$ cat src/rtl/mux_arb_defs.sv
// Shared definitions for the 4:1 mux round-robin arbiter: FSM encoding,
// requester select codes and a one-hot helper.
package mux_arb_defs;

  typedef enum logic {
    ST_IDLE  = 1'b0,
    ST_GRANT = 1'b1
  } state_t;

  localparam logic [1:0] SEL_U = 2'd0;
  localparam logic [1:0] SEL_V = 2'd1;
  localparam logic [1:0] SEL_W = 2'd2;
  localparam logic [1:0] SEL_X = 2'd3;

  function automatic logic [3:0] onehot4(input logic [1:0] idx);
    return 4'b0001 << idx;
  endfunction

endpackage

$ cat src/rtl/mux4to1_2bit.sv
// 2-bit wide 4:1 multiplexer used as the arbiter's data path.
module mux4to1_2bit
  import mux_arb_defs::*;
(
  input  logic [1:0] s,
  input  logic [1:0] u,
  input  logic [1:0] v,
  input  logic [1:0] w,
  input  logic [1:0] x,
  output logic [1:0] m
);

  always_comb begin
    m = u;
    case (s)
      SEL_U:   m = u;
      SEL_V:   m = v;
      SEL_W:   m = w;
      SEL_X:   m = x;
      default: m = u;
    endcase
  end

endmodule

$ cat src/rtl/rr_pick4.sv
// Combinational rotating priority pick: first asserted req bit scanning
// start, start+1, start+2, start+3 (mod 4).
module rr_pick4 (
  input  logic [3:0] req,
  input  logic [1:0] start,
  output logic       any,
  output logic [1:0] idx
);

  logic [7:0] dbl;
  logic [3:0] rot;
  logic [1:0] off;

  // Doubling the vector turns the modular scan into a plain slice.
  assign dbl = {req, req};
  assign rot = dbl[start +: 4];

  always_comb begin
    off = 2'd3;
    if (rot[0])      off = 2'd0;
    else if (rot[1]) off = 2'd1;
    else if (rot[2]) off = 2'd2;
  end

  assign any = |req;
  assign idx = start + off;

endmodule

$ cat src/rtl/mux4_rr_arbiter.sv
// Round-robin arbiter for four requesters sharing one 2-bit output channel,
// with a bounded hold time per grant and bubble-free handoff.
module mux4_rr_arbiter
  import mux_arb_defs::*;
#(
  parameter int unsigned HOLD_CYCLES = 4
) (
  input  logic       clk,
  input  logic       resetn,
  input  logic [3:0] req,
  input  logic [1:0] u,
  input  logic [1:0] v,
  input  logic [1:0] w,
  input  logic [1:0] x,
  output logic [1:0] sel,
  output logic [3:0] gnt,
  output logic       m_valid,
  output logic [1:0] m
);

  localparam int CW = (HOLD_CYCLES > 1) ? $clog2(HOLD_CYCLES) : 1;
  localparam logic [CW-1:0] CNT_MAX = CW'(HOLD_CYCLES - 1);

  state_t        state_q;
  logic [1:0]    sel_q;
  logic [3:0]    gnt_q;
  logic [1:0]    ptr_q;
  logic [CW-1:0] cnt_q;
  logic          valid_q;

  logic [1:0] sel_next;
  logic [1:0] scan_start;
  logic       rel;
  logic       win_any;
  logic [1:0] win_idx;
  logic [1:0] mux_out;

  assign sel_next   = sel_q + 2'd1;
  assign rel        = !req[sel_q] || (cnt_q == CNT_MAX);
  // While granted, the scan for the next winner begins just past the grantee.
  assign scan_start = (state_q == ST_GRANT) ? sel_next : ptr_q;

  rr_pick4 u_pick (
    .req   (req),
    .start (scan_start),
    .any   (win_any),
    .idx   (win_idx)
  );

  always_ff @(posedge clk or negedge resetn) begin
    if (!resetn) begin
      state_q <= ST_IDLE;
      sel_q   <= SEL_U;
      gnt_q   <= 4'b0000;
      ptr_q   <= SEL_U;
      cnt_q   <= '0;
      valid_q <= 1'b0;
    end else begin
      case (state_q)
        ST_IDLE: begin
          if (win_any) begin
            state_q <= ST_GRANT;
            sel_q   <= win_idx;
            gnt_q   <= onehot4(win_idx);
            cnt_q   <= '0;
            valid_q <= 1'b1;
          end
        end
        ST_GRANT: begin
          if (rel) begin
            ptr_q <= sel_next;
            cnt_q <= '0;
            if (win_any) begin
              sel_q <= win_idx;
              gnt_q <= onehot4(win_idx);
            end else begin
              state_q <= ST_IDLE;
              gnt_q   <= 4'b0000;
              valid_q <= 1'b0;
            end
          end else begin
            cnt_q <= cnt_q + CW'(1);
          end
        end
        default: begin
          state_q <= ST_IDLE;
          gnt_q   <= 4'b0000;
          valid_q <= 1'b0;
        end
      endcase
    end
  end

  mux4to1_2bit u_mux (
    .s (sel_q),
    .u (u),
    .v (v),
    .w (w),
    .x (x),
    .m (mux_out)
  );

  assign sel     = sel_q;
  assign gnt     = gnt_q;
  assign m_valid = valid_q;
  assign m       = valid_q ? mux_out : 2'b00;

endmodule

$ cat config.mk
export PLATFORM = sky130hd
export DESIGN_NAME = mux4_rr_arbiter
export DESIGN_NICKNAME = d
export VERILOG_FILES = /design/src/rtl/mux_arb_defs.sv /design/src/rtl/mux4to1_2bit.sv /design/src/rtl/rr_pick4.sv /design/src/rtl/mux4_rr_arbiter.sv
export SDC_FILE = /design/constraint.sdc
export NUM_CORES = 1
export LEC_CHECK = 0
export CORE_MARGIN = 3
export CORE_UTILIZATION = 52
export CTS_CLUSTER_SIZE = 8
export DETAILED_ROUTE_END_ITERATION = 12
export PLACE_DENSITY = 0.9
export SYNTH_ARGS = -nofsm -noshare
export SYNTH_HDL_FRONTEND = slang
export SYNTH_SLANG_ARGS = --single-unit
$ cat constraint.sdc
create_clock -name clk -period 4.1 [get_ports clk]
set_clock_uncertainty 0.1 [all_clocks]
set_input_delay 0.82 -clock clk [delete_from_list [all_inputs] [get_ports clk]]
set_output_delay 0.82 -clock clk [all_outputs]
set_load 0.02 [all_outputs]
Word-level counts from Yosys, hierarchy flattened
Cells that the tools add are included.
- register bits: 12
- latch bits: 0
- RAM bits: 0
- ROM bits: 0
- output and inout bits: 9
- word-level logic and storage cells: 52
- memories: 0
- $add $sub $neg: 3
- $mul: 0
- divide/modulo/power cells: 0
- magnitude comparators: 1
- eq/ne operators: 7
- shift operators: 2
- multiplexer cells: 25
- bitwise logic cells: 1
- reductions and logical operators: 7
- operator list (kind ; number):
    2-bit two-way mux ; 8
    4-bit two-way mux ; 3
    2-bit case mux with 2 select lines ; 2
    2-bit case mux with 4 select lines ; 1
    4-bit case mux with 2 select lines ; 1
    8-bit by 3-bit variable part select with 3-bit output ; 1
    1-bit two-way mux ; 7
    2-bit equality test, second input constant ; 3
    2-bit by 1-bit adder with 2-bit output, second input constant ; 2
    2-bit by 1-bit inequality test with 1-bit output, second input constant ; 2
    1-bit case mux with 2 select lines ; 2
    2-bit AND reduction ; 2
    4-bit OR reduction ; 1
    1-bit by 2-bit << shifter with 4-bit output, first input constant ; 1
    2-bit by 3-bit less-than comparator with 1-bit output, second input constant ; 1
    3-bit AND reduction ; 1
    2-bit adder ; 1
    1-bit binary-select mux with 2-bit select ; 1
    2-bit by 1-bit equality test with 1-bit output, second input constant ; 1
    2-bit logical NOT ; 1
    2-bit inequality test, second input constant ; 1
    1-bit logical NOT ; 1
    1-bit logical OR ; 1
    1-bit NOT ; 1

Depth between registers and ports, before layout
Gate-level depths: netlist of the first run.
- depth in word-level cells: 11
- gate-level depth with buffers: 11
- depth with buffers taken out: 11

Modules after synthesis
From an unflattened synthesis of the first run, not the netlist that was laid out.
- cell total of the unflattened synthesis: 76
- area total of the unflattened synthesis: 822.0 um^2
- modules (own cells, without submodules) (module ; times used ; cells an instance ; area an instance (um^2) ; seq. area each (um^2)):
    mux4_rr_arbiter ; 1 ; 51 ; 596.8 ; 300.3
    rr_pick4 ; 1 ; 23 ; 172.7 ; 0.0
    mux4to1_2bit ; 1 ; 2 ; 52.6 ; 0.0

Least setup slack after synthesis of the first run
No wires, ideal clock.
- path kind: reg2reg
- start: reg sel_q[0], in the netlist sel[0]
- end: reg gnt_q[2], in the netlist gnt[2]
- library setup time: 0.103 ns
- arrival time: 2.525 ns
- required time: 3.897 ns
- path slack: 1.371 ns
- stages on the path, launching flop included: 12
- path buffers: 0
- cells stage by stage: dfrtp_1 > inv_1 > ha_1 > mux2_4 > nand2_1 > a21oi_1 > nor3_1 > a21oi_1 > ha_1 > xnor2_1 > a21oi_1 > o41ai_2
- cells in the longest elaborated chain, start to end: 11
- elaborated cells between the ends (all ways): 18
- classes of those cells: add/sub: 2; eq/ne: 1; shift: 2; mux: 10; reduce/logical: 3
- RTL lines (item ; RTL line ; text):
    start, declared ; mux4_rr_arbiter.sv:25 ; logic [1:0] sel_q;
    start signal, assigned ; mux4_rr_arbiter.sv:63 ; sel_q <= win_idx;
    start signal, assigned ; mux4_rr_arbiter.sv:74 ; sel_q <= win_idx;
    2-bit by 1-bit adder with 2-bit output * ; mux4_rr_arbiter.sv:38 ; assign sel_next = sel_q + 2'd1;
    net sel_next[0] ; mux4_rr_arbiter.sv:31 ; logic [1:0] sel_next;
    2-bit two-way mux * ; mux4_rr_arbiter.sv:41 ; assign scan_start = (state_q == ST_GRANT) ? sel_next : ptr_q;
    8-bit by 3-bit variable part select with 3-bit output ; rr_pick4.sv:16 ; assign rot = dbl[start +: 4];
    1-bit two-way mux ; rr_pick4.sv:22 ; else if (rot[2]) off = 2'd2;
    2-bit two-way mux ; rr_pick4.sv:21 ; else if (rot[1]) off = 2'd1;
    2-bit two-way mux ; rr_pick4.sv:20 ; if (rot[0]) off = 2'd0;
    2-bit adder * ; rr_pick4.sv:26 ; assign idx = start + off;
    1-bit by 2-bit << shifter with 4-bit output * ; mux_arb_defs.sv:16 ; return 4'b0001 << idx;
    4-bit two-way mux ; mux4_rr_arbiter.sv:73 ; if (win_any) begin
    4-bit two-way mux ; mux4_rr_arbiter.sv:70 ; if (rel) begin
    4-bit case mux with 2 select lines * ; mux4_rr_arbiter.sv:59 ; case (state_q)
    end signal, assigned ; mux4_rr_arbiter.sv:64 ; gnt_q <= onehot4(win_idx);
    end signal, assigned ; mux4_rr_arbiter.sv:75 ; gnt_q <= onehot4(win_idx);
    end, declared ; mux4_rr_arbiter.sv:26 ; logic [3:0] gnt_q;
Mark *: on every way through the listed nets, which the timed path passes. The rest lies on a longest branch. The select of a mux whose other input is x is not followed.
A chain may end at the register's enable or synchronous reset.

Worst setup path in the final report of the first run
- start: in x[1]
- end: out m[1]
- cells in the longest elaborated chain, start to end: 2
- RTL lines (item ; RTL line ; text):
    start, declared ; mux4_rr_arbiter.sv:14 ; input logic [1:0] x,
    2-bit case mux with 4 select lines ; mux4to1_2bit.sv:15 ; case (s)
    2-bit two-way mux ; mux4_rr_arbiter.sv:106 ; assign m = valid_q ? mux_out : 2'b00;
    end, declared ; mux4_rr_arbiter.sv:18 ; output logic [1:0] m
No other way between the ends.

==> run_results.csv, run 1 <==
group,metric,value,unit
outcome,outcome,"complete, no violations",
route,drc,0,
clock_network,numCtsBuffers,3,
clock_network,cts_root_buf,"clkbuf_4",
route,routed_wl,2220,microns
synth,synth_area_per_cell,9.53,sq um
global_route,grt_max_degree,13,
synth,ys.flop_type,"dfrtp_1",
placed_design,dp_hpwl,1680,microns
critical_path,path_class,"input port to primary output",
layout,fillCellCount,121,
synth,yosys_register_bits,12,
placed_design,pre_cts_ws,777,ps
sta,setup_viol,0,
clock_network,cts_hold_buf,0,
pwr,p_per_area,834,mW/mm^2
placed_design,gp_congestion,0.824,
global_route,track_usage,20.6,%
clock_network,cts_buffer_depth,2,
layout,layout-drive-gt1-share,13.1,%
floorplanning,die_x,48.6,microns
route,vias,862,
synth,ys_seq_area_share,31.8,%
global_route,grt_pass1_wl,3830,microns
synth,synth.area.top_cells,"dfrtp_1 (32%), ha_1 (9.3%), o41ai_2 (6.9%)",
synth,yosys_warnings,0,
global_route,grt_overflow_total,0,
synth,synth-async-reset-ratio,100,%
min_path,hold_class,"flop to flop",
sta,worstMarginPinSlew,507,ps
clock_network,cts_resized,0,
sta,period_needed,3300,ps
synth,synth_nets,120,
pwr,peakVddDrop,0.462,mV
floorplanning,design.core.area,0.00161,sq mm
route,wl_per_cell,15.2,microns
sta,slew_headroom,66.1,%
floorplanning,die_area,0.00236,sq mm
critical_path,critPathArrivalTime,2380,ps
sta,rsz0062_at_grt,"false",
pwr,p_leak,0.527,nW
clock_network,insertion_delay,280,ps
layout,fin_util,75.2,%
clock_network,postCtsSetupRepairBufs,0,
layout,syn2layout_area_growth,28.4,%
placed_design,io_buffers,22,
synth,synth.distinct_cells,33,
floorplanning,ioPinCount,23,
critical_path,startpoint_type,"input port",
floorplanning,fp.dieH,48.6,microns
sta,hold_viol_final,0,
synth,synthCells,99,
critical_path,endpoint_kind,"primary output",
clock_network,numClockSinks,12,
synth,synth_largest_area_cell,"dfrtp_1",
synth,synth_commonest_cells,"nand2_1 (14), dfrtp_1 (12), a21oi_1 (7), ha_1 (7), o21ai_0 (7)",
sta,slew_viol_final,0,
pwr,p_total,1.01,mW
route,drtIter0Drc,32,
route,vias_per_cell,5.90,
sta,post-route-period-util,80.5,%
route,dr.pass1.iters,4,
floorplanning,start_util,58.5,%
critical_path,cp_max_fo,1,
floorplanning,fp-row-count,14,
sta,whs,398,ps
route,ant_nets,0,
global_route,antenna_found_initial,0,
clock_network,clk_pin_slew,80,ps
sta,worst_slack,798,ps
synth,netlist_area,943,sq um
clock_network,cts_tree,"built",
synth,synth_most_common_cell,"nand2_1",
global_route,grt_pass1_vias,862,
clock_network,htree_levels,1,
run,maxCapViolations,0,
critical_path,r2r_cells,11,
synth,synth_top_area_share,31.8,%
critical_path,cp.required,3180,ps
layout,n_antenna_cell,0,
sta,fin_setup_tns,0,ps
layout,layout.nets,144,
min_path,whs_path_depth,2,
sta,fmax,303,MHz
synth,synth-edff-count,0,
==> registers in the layout, indices dropped and copies added (netlist names) <==
signal / cells
gnt: 4
m_valid: 1
state_q: 1
sel: 2
ptr_q: 2
cnt_q: 2
==> kinds of logic (layout without fill, tap and decap cells) <==
group | Yosys count | count (layout) | share of synthesized area [%]
compound gates | 30 | 30 | 25.6
xor+xnor | 2 | 2 | 1.86
fa+ha+maj | 7 | 7 | 9.28
buf+inv | 8 | 31 | 3.98
flops | 12 | 12 | 31.8
mux | 4 | 4 | 7.56
simple gates | 36 | 36 | 19.9
==> where the power goes <==
group	internal [mW]	switching, mW	total, mW
Sequential	0.168	0.0509	0.218
Clock	0.0541	0.0434	0.0976
Combinational	0.327	0.367	0.694
==> cell type report <==
class,count,area (sq um),area share (%)
sequential,12,300,24.8
multi-input combinational,79,606,50.0
tap,24,30.0,2.48
inverter,5,18.8,1.55
timing repair buffer,22,220,18.2
clock buffer,4,36.3,3.00
==> worst max-delay path, cell delays in order <==
cell and delay, ps:
clkdlybuf4s50_1 400, a222oi_1 370, o21ai_0 110, and2_1 160, clkdlybuf4s50_1 530
==> metrics by stage <==
| stage | cell area, sq um | std cells |
|---|---|---|
| 2_1_floorplan | 943 | 99 |
| 3_5_place_dp | 1170 | 142 |
| 6_report | 1210 | 146 |
| 4_1_cts | 1210 | 146 |
| 3_3_place_gp | 1170 | 142 |
| 5_1_grt | 1210 | 146 |
==> final timing paths <==
path	slack, ps	end	startpoint
setup / recovery	800	m[1]	x[1]
hold / removal	400	gnt[0]$_DFFE_PN0P_	gnt[0]$_DFFE_PN0P_
setup reg to reg	1130	gnt[2]$_DFFE_PN0P_	sel[0]$_DFFE_PN0P_
hold reg to reg	400	gnt[0]$_DFFE_PN0P_	gnt[0]$_DFFE_PN0P_
max in group asynchronous	2790	m_valid$_DFFE_PN0P_	resetn
min in group asynchronous	770	gnt[1]$_DFFE_PN0P_	resetn
==> cell usage in the layout (no fill, tap or decap), types with 2 or more instances in the layout <==
master	synthesis	layout
a21oi_1	7	7
a222oi_1	2	2
a22o_1	2	2
and2_1	3	3
and3_4	2	2
clkbuf_4	0	3
clkdlybuf4s50_1	0	22
dfrtp_1	12	12
ha_1	7	7
inv_1	5	5
nand2_1	14	14
nand2b_1	2	2
nor2_1	6	6
nor3_1	2	2
nor4_1	3	3
o21ai_0	7	7
o21bai_1	2	2
o41ai_2	4	4
xnor2_1	2	2
==> metal layers <==
layer  routed length, microns  GRT usage [%]  part of all wire, %  up-vias
met1                      876           24.1                   39      395
li1                         -              -                    -      415
met2                     1140           36.7                   51       45
met3                      166           3.99                  7.5        7
met4                       44           8.53                  2.0        0
met5                        0              0                    0        -
Power figures use the tool's default switching activity.
==> run 2, diff against run 1 <==
- CORE_UTILIZATION: 52 -> 48
- PLACE_DENSITY: 0.9 -> 0.85
- clock period: 4.1 -> 3.3 ns (I/O delays scaled with it)
==> run 2 against run 1 <==
Combinational power increased by 23%. Critical path depth up 1. Sequential cell count unchanged. Global-route usage fell by 0.69 points. Clock power increased by 22%. Worst setup slack lost 610 ps. First-iteration DRC count fell by 41%. Sequential power is 24% higher. Cell count is 0.68% higher. Critical endpoint is now m[0].
==> run_results.csv, run 2 (synthesized netlist as in run 1, its figures left out) <==
group,metric,value,unit
outcome,outcome,"complete, no violations",
sta,fin_setup_tns,0,ps
layout,fin_area,0.00121,sq mm
placed_design,pre_cts_ws,304,ps
global_route,track_usage,19.9,%
global_route,antenna_found_initial,0,
placed_design,place_area,0.00118,sq mm
min_path,whs_path_depth,2,
clock_network,cts_buffer_depth,2,
layout,syn2layout_area_growth,28.5,%
floorplanning,fp-row-count,15,
floorplanning,ioPinCount,23,
layout,final_cell_mix,"clkdlybuf4s50_1 (22), nand2_1 (14), dfrtp_1 (12)",
critical_path,crit_path_cell_trace,"inv_1, ha_1, a222oi_1, o21ai_0, and2_1, clkdlybuf4s50_1",
floorplanning,design.core.area,0.00178,sq mm
route,ant_nets,0,
route,routed_wl,2250,microns
critical_path,endpoint_kind,"primary output",
layout,largest_register_ffs,4,
sta,setup_viol,0,
sta,worstMarginPinSlew,523,ps
layout,layout.nets,144,
critical_path,r2r_cells,11,
critical_path,startpoint_type,"flop",
sta,slew_headroom,65.0,%
run,maxCapViolations,0,
critical_path,critical-path-slowest-cell,"dfrtp_1",
global_route,grt_pass1_wl,3840,microns
critical_path,cp_max_fo,9,
route,wl_per_cell,15.3,microns
clock_network,cts_root_buf,"clkbuf_4",
layout,layout-drive-gt1-share,13.1,%
critical_path,cp_num_buf_inv,2,
clock_network,cts_resized,0,
floorplanning,start_util,52.9,%
critical_path,cp_top_family,"buffers and inverters",
pwr,p_per_area,1030,mW/mm^2
clock_network,postCtsSetupRepairBufs,0,
sta,post-route-period-util,94.2,%
sta,worst_slack,193,ps
pwr,p_leak,0.527,nW
placed_design,dp_hpwl,1760,microns
route,vias_per_cell,5.92,
clock_network,numCtsBuffers,3,
layout,n_antenna_cell,0,
layout,final_cells,147,
route,vias,870,
clock_network,cts_hold_buf,0,
critical_path,cp.required,2540,ps
global_route,grt_pass1_vias,847,
floorplanning,die_x,50.3,microns
clock_network,htree_levels,1,
placed_design,gp_congestion,0.844,
sta,fmax,322,MHz
floorplanning,die_area,0.00253,sq mm
sta,hold_viol_final,0,
sta,rsz0062_at_grt,"false",
layout,final_common_cell,"clkdlybuf4s50_1",
clock_network,numClockSinks,12,
min_path,hold_class,"flop to flop",
route,drtIter0Drc,19,
global_route,grt_max_degree,13,
sta,slew_viol_final,0,
critical_path,crit_cells,6,
placed_design,dpl.cell_count,143,
critical_path,cpPeakStageDelay,550,ps
route,dr.pass1.iters,4,
route,drc,0,
clock_network,insertion_delay,280,ps
global_route,grt_overflow_total,0,
critical_path,critPathArrivalTime,2350,ps
critical_path,path_class,"flop to primary output",
clock_network,clk_pin_slew,80,ps
placed_design,io_buffers,22,
clock_network,cts_tree,"built",
floorplanning,fp.dieH,50.3,microns
sta,period_needed,3110,ps
pwr,peakVddDrop,0.723,mV
[run 2: cell counts in the layout (fill, tap and decap cells not counted)]
No cell type changed its count.
[run 2: final timing paths]
check | startpoint | end | slack [ps]
setup / recovery | sel[0]$_DFFE_PN0P_ | m[0] | 190
hold / removal | gnt[0]$_DFFE_PN0P_ | gnt[0]$_DFFE_PN0P_ | 380
setup reg to reg | sel[0]$_DFFE_PN0P_ | gnt[1]$_DFFE_PN0P_ | 370
hold reg to reg | gnt[0]$_DFFE_PN0P_ | gnt[0]$_DFFE_PN0P_ | 380
max in group asynchronous | resetn | m_valid$_DFFE_PN0P_ | 2130
min in group asynchronous | resetn | gnt[1]$_DFFE_PN0P_ | 620
[run 2: layout make-up]
class | count | area [sq um]
inverter | 5 | 18.8
tap | 25 | 31.3
clock buffer | 4 | 36.3
timing repair buffer | 22 | 220
fill | 140 | 571
sequential | 12 | 300
multi-input combinational | 79 | 606
[run 2: where the power goes]
| group | internal (mW) | switching (mW) | leakage, nW |
|---|---|---|---|
| logic | 0.407 | 0.447 | 0.359 |
| registers | 0.208 | 0.0631 | 0.147 |
| clock network | 0.0672 | 0.0521 | 0.0210 |
[run 2: worst register-to-register path, stage by stage (launching register included)]
cell and delay (ps):
dfrtp_1 550, inv_1 120, ha_1 370, mux2_4 330
nand2_1 80, a21oi_1 70, nor3_1 180, a21oi_1 60
ha_1 250, xnor2_1 250, a21oi_1 110, o41ai_2 360
[run 2: per-stage QoR]
stage | power, mW | hold slack (ps) | utilization [%]
floorplan | 0.904 | 264 | -
global placement | 1.08 | 368 | 66.0
detailed placement | 1.12 | 364 | 66.0
CTS | 1.25 | 388 | 68.0
global route | 1.34 | 398 | 68.0
finish | 1.25 | 384 | 68.0
[run 2: per-layer routing]
metal / GRT usage, % / up-vias / wire [microns]
met5: 0 / - / 0
met4: 9.87 / 0 / 70
met3: 5.64 / 7 / 155
met2: 35.0 / 33 / 1080
met1: 21.7 / 414 / 946
li1: - / 416 / -
==> run 3, diff against run 2 <==
- ABC_AREA: unset -> 1
- CORE_UTILIZATION: 48 -> 49
==> run 3 against run 2 <==
Count of clock-buffer cells in the layout unchanged. Critical path depth unchanged. Non-clock buffer count unchanged. Sequential power about the same. Wire length increased by 6.4%. Design area increased by 7.0%.
==> run_results.csv, run 3 <==
group,metric,value,unit
outcome,outcome,"complete, no violations",
synth,yosys_register_bits,12,
critical_path,critical-path-slowest-cell,"clkdlybuf4s50_1",
floorplanning,fp.dieH,51.6,microns
critical_path,cp_max_fo,9,
clock_network,cts_root_buf,"clkbuf_4",
sta,post-route-period-util,86.8,%
clock_network,numCtsBuffers,3,
floorplanning,fp-row-count,15,
route,ant_nets,0,
route,vias,1007,
clock_network,cts_buffer_depth,2,
floorplanning,ioPinCount,23,
sta,period_needed,2870,ps
synth,synthCells,132,
pwr,peakVddDrop,0.723,mV
synth,yosys_warnings,0,
layout,layout.nets,179,
synth,netlist_area,0.00102,sq mm
pwr,p_per_area,1040,mW/mm^2
route,vias_per_cell,5.53,
clock_network,cts_resized,0,
critical_path,endpoint_kind,"primary output",
min_path,hold_class,"flop to flop",
placed_design,io_buffers,22,
sta,rsz0062_at_grt,"false",
layout,syn2layout_area_growth,27.1,%
layout,largest_register_ffs,4,
synth,ys_seq_area_share,29.4,%
global_route,grt_pass1_vias,942,
critical_path,startpoint_type,"flop",
critical_path,crit_path_cell_trace,"inv_2, ha_1, inv_1, o21ai_0, a31oi_1, clkdlybuf4s50_1",
critical_path,path_class,"flop to primary output",
sta,fin_setup_tns,0,ps
synth,synth_area_per_cell,7.73,sq um
synth,synth_largest_area_cell,"dfrtp_1",
synth,synth-edff-count,0,
pwr,p_total,1.35,mW
clock_network,cts_hold_buf,0,
route,routed_wl,2400,microns
route,drc,0,
critical_path,cp.required,2540,ps
sta,setup_viol,0,
synth,synth_nets,153,
clock_network,htree_levels,1,
synth,synth_most_common_cell,"nand2_1",
route,wl_per_cell,13.2,microns
critical_path,cpPeakStageDelay,620,ps
run,maxCapViolations,0,
sta,hold_viol_final,0,
route,drtIter0Drc,28,
sta,whs,394,ps
global_route,grt_max_degree,13,
floorplanning,start_util,55.5,%
synth,synth_commonest_cells,"nand2_1 (35), nand3_1 (19), inv_1 (13), dfrtp_1 (12)",
floorplanning,die_x,51.6,microns
synth,synth.area.top_cells,"dfrtp_1 (29%), nand2_1 (13%), nand3_1 (9.3%)",
sta,worstMarginPinSlew,528,ps
placed_design,gp_congestion,0.849,
synth,synth.distinct_cells,25,
route,dr.pass1.iters,4,
layout,final_cell_mix,"nand2_1 (35), clkdlybuf4s50_1 (22), nand3_1 (19)",
layout,final_common_cell,"nand2_1",
layout,layout-drive-gt1-share,16.6,%
clock_network,numClockSinks,12,
synth,ys.flop_type,"dfrtp_1",
floorplanning,die_area,0.00267,sq mm
clock_network,insertion_delay,270,ps
global_route,grt_overflow_total,0,
critical_path,critPathArrivalTime,2110,ps
synth,synth-async-reset-ratio,100,%
layout,n_antenna_cell,0,
sta,slew_headroom,64.7,%
pwr,p_leak,0.625,nW
clock_network,postCtsSetupRepairBufs,0,
global_route,track_usage,20.0,%
clock_network,clk_pin_slew,70,ps
placed_design,dp_hpwl,1980,microns
global_route,antenna_found_initial,0,
clock_network,cts_tree,"built",
synth,synth_top_area_share,29.4,%
sta,fmax,349,MHz
global_route,grt_pass1_wl,4040,microns
sta,slew_viol_final,0,
floorplanning,design.core.area,0.00184,sq mm
## run 3: per-stage QoR
step	util, %	cells	instance area, sq um	setup slack, ps
final	70.5	182	1300	435
after global placement	68.6	178	1260	600
after global routing	70.5	182	1300	290
after CTS	70.5	182	1300	437
after floorplan	-	132	1020	860
after detailed placement	68.6	178	1260	572
## run 3: path summary, 6_finish.rpt
check	startpoint	to	slack (ps)	cells past startpoint
hold reg to reg	gnt[2]$_DFFE_PN0P_	gnt[2]$_DFFE_PN0P_	390	2
setup / recovery	sel[0]$_DFFE_PN0P_	m[0]	430	6
hold / removal	gnt[2]$_DFFE_PN0P_	gnt[2]$_DFFE_PN0P_	390	2
setup reg to reg	sel[0]$_DFFE_PN0P_	sel[1]$_DFFE_PN0P_	670	15
max in group asynchronous	resetn	ptr_q[1]$_DFFE_PN0P_	2120	1
min in group asynchronous	resetn	gnt[2]$_DFFE_PN0P_	630	1
## run 3: where the power goes
| group | switching [mW] | leakage, nW | total, mW | internal (mW) |
|---|---|---|---|---|
| sequential | 0.0616 | 0.148 | 0.271 | 0.209 |
| clock | 0.0484 | 0.0210 | 0.115 | 0.0671 |
| combinational | 0.591 | 0.455 | 0.969 | 0.378 |
| total | 0.701 | 0.625 | 1.35 | 0.654 |
## run 3: layer usage
| metal | global-route usage, % | share of wire (%) | vias up |
|---|---|---|---|
| li1 | - | - | 494 |
| met1 | 23.5 | 41 | 467 |
| met5 | 0 | 0 | - |
| met4 | 5.68 | 1.9 | 0 |
| met3 | 4.87 | 6.6 | 7 |
| met2 | 36.0 | 51 | 39 |
## run 3: cell type report
class | instances | area [sq um]
tap | 25 | 31.3
multi-input combinational | 103 | 644
clock buffer | 4 | 36.3
inverter | 16 | 65.1
timing repair buffer | 22 | 220
fill | 169 | 542
sequential | 12 | 300
## run 3: logic make-up (layout without fill, tap and decap cells)
logic type                 count (synthesis)  in the layout  synth area share (%)
DFF                                       12             12                  29.4
xor gates and xnor gates                   1              1                 0.858
buffers and inverters                     17             42                  7.48
and+or+nand+nor                           72             72                  39.1
AOI/OAI and AO/OA                         23             23                  14.6
adders and majority gates                  7              7                  8.58
## run 3: worst max-delay path: cells and delay by family (launching register included)
family / cells / cell delay, ps
adder cells (fa/ha/maj): 1 / 240
buffers and inverters: 3 / 810
AO/OA/AOI/OAI: 2 / 220
flip-flops: 1 / 560
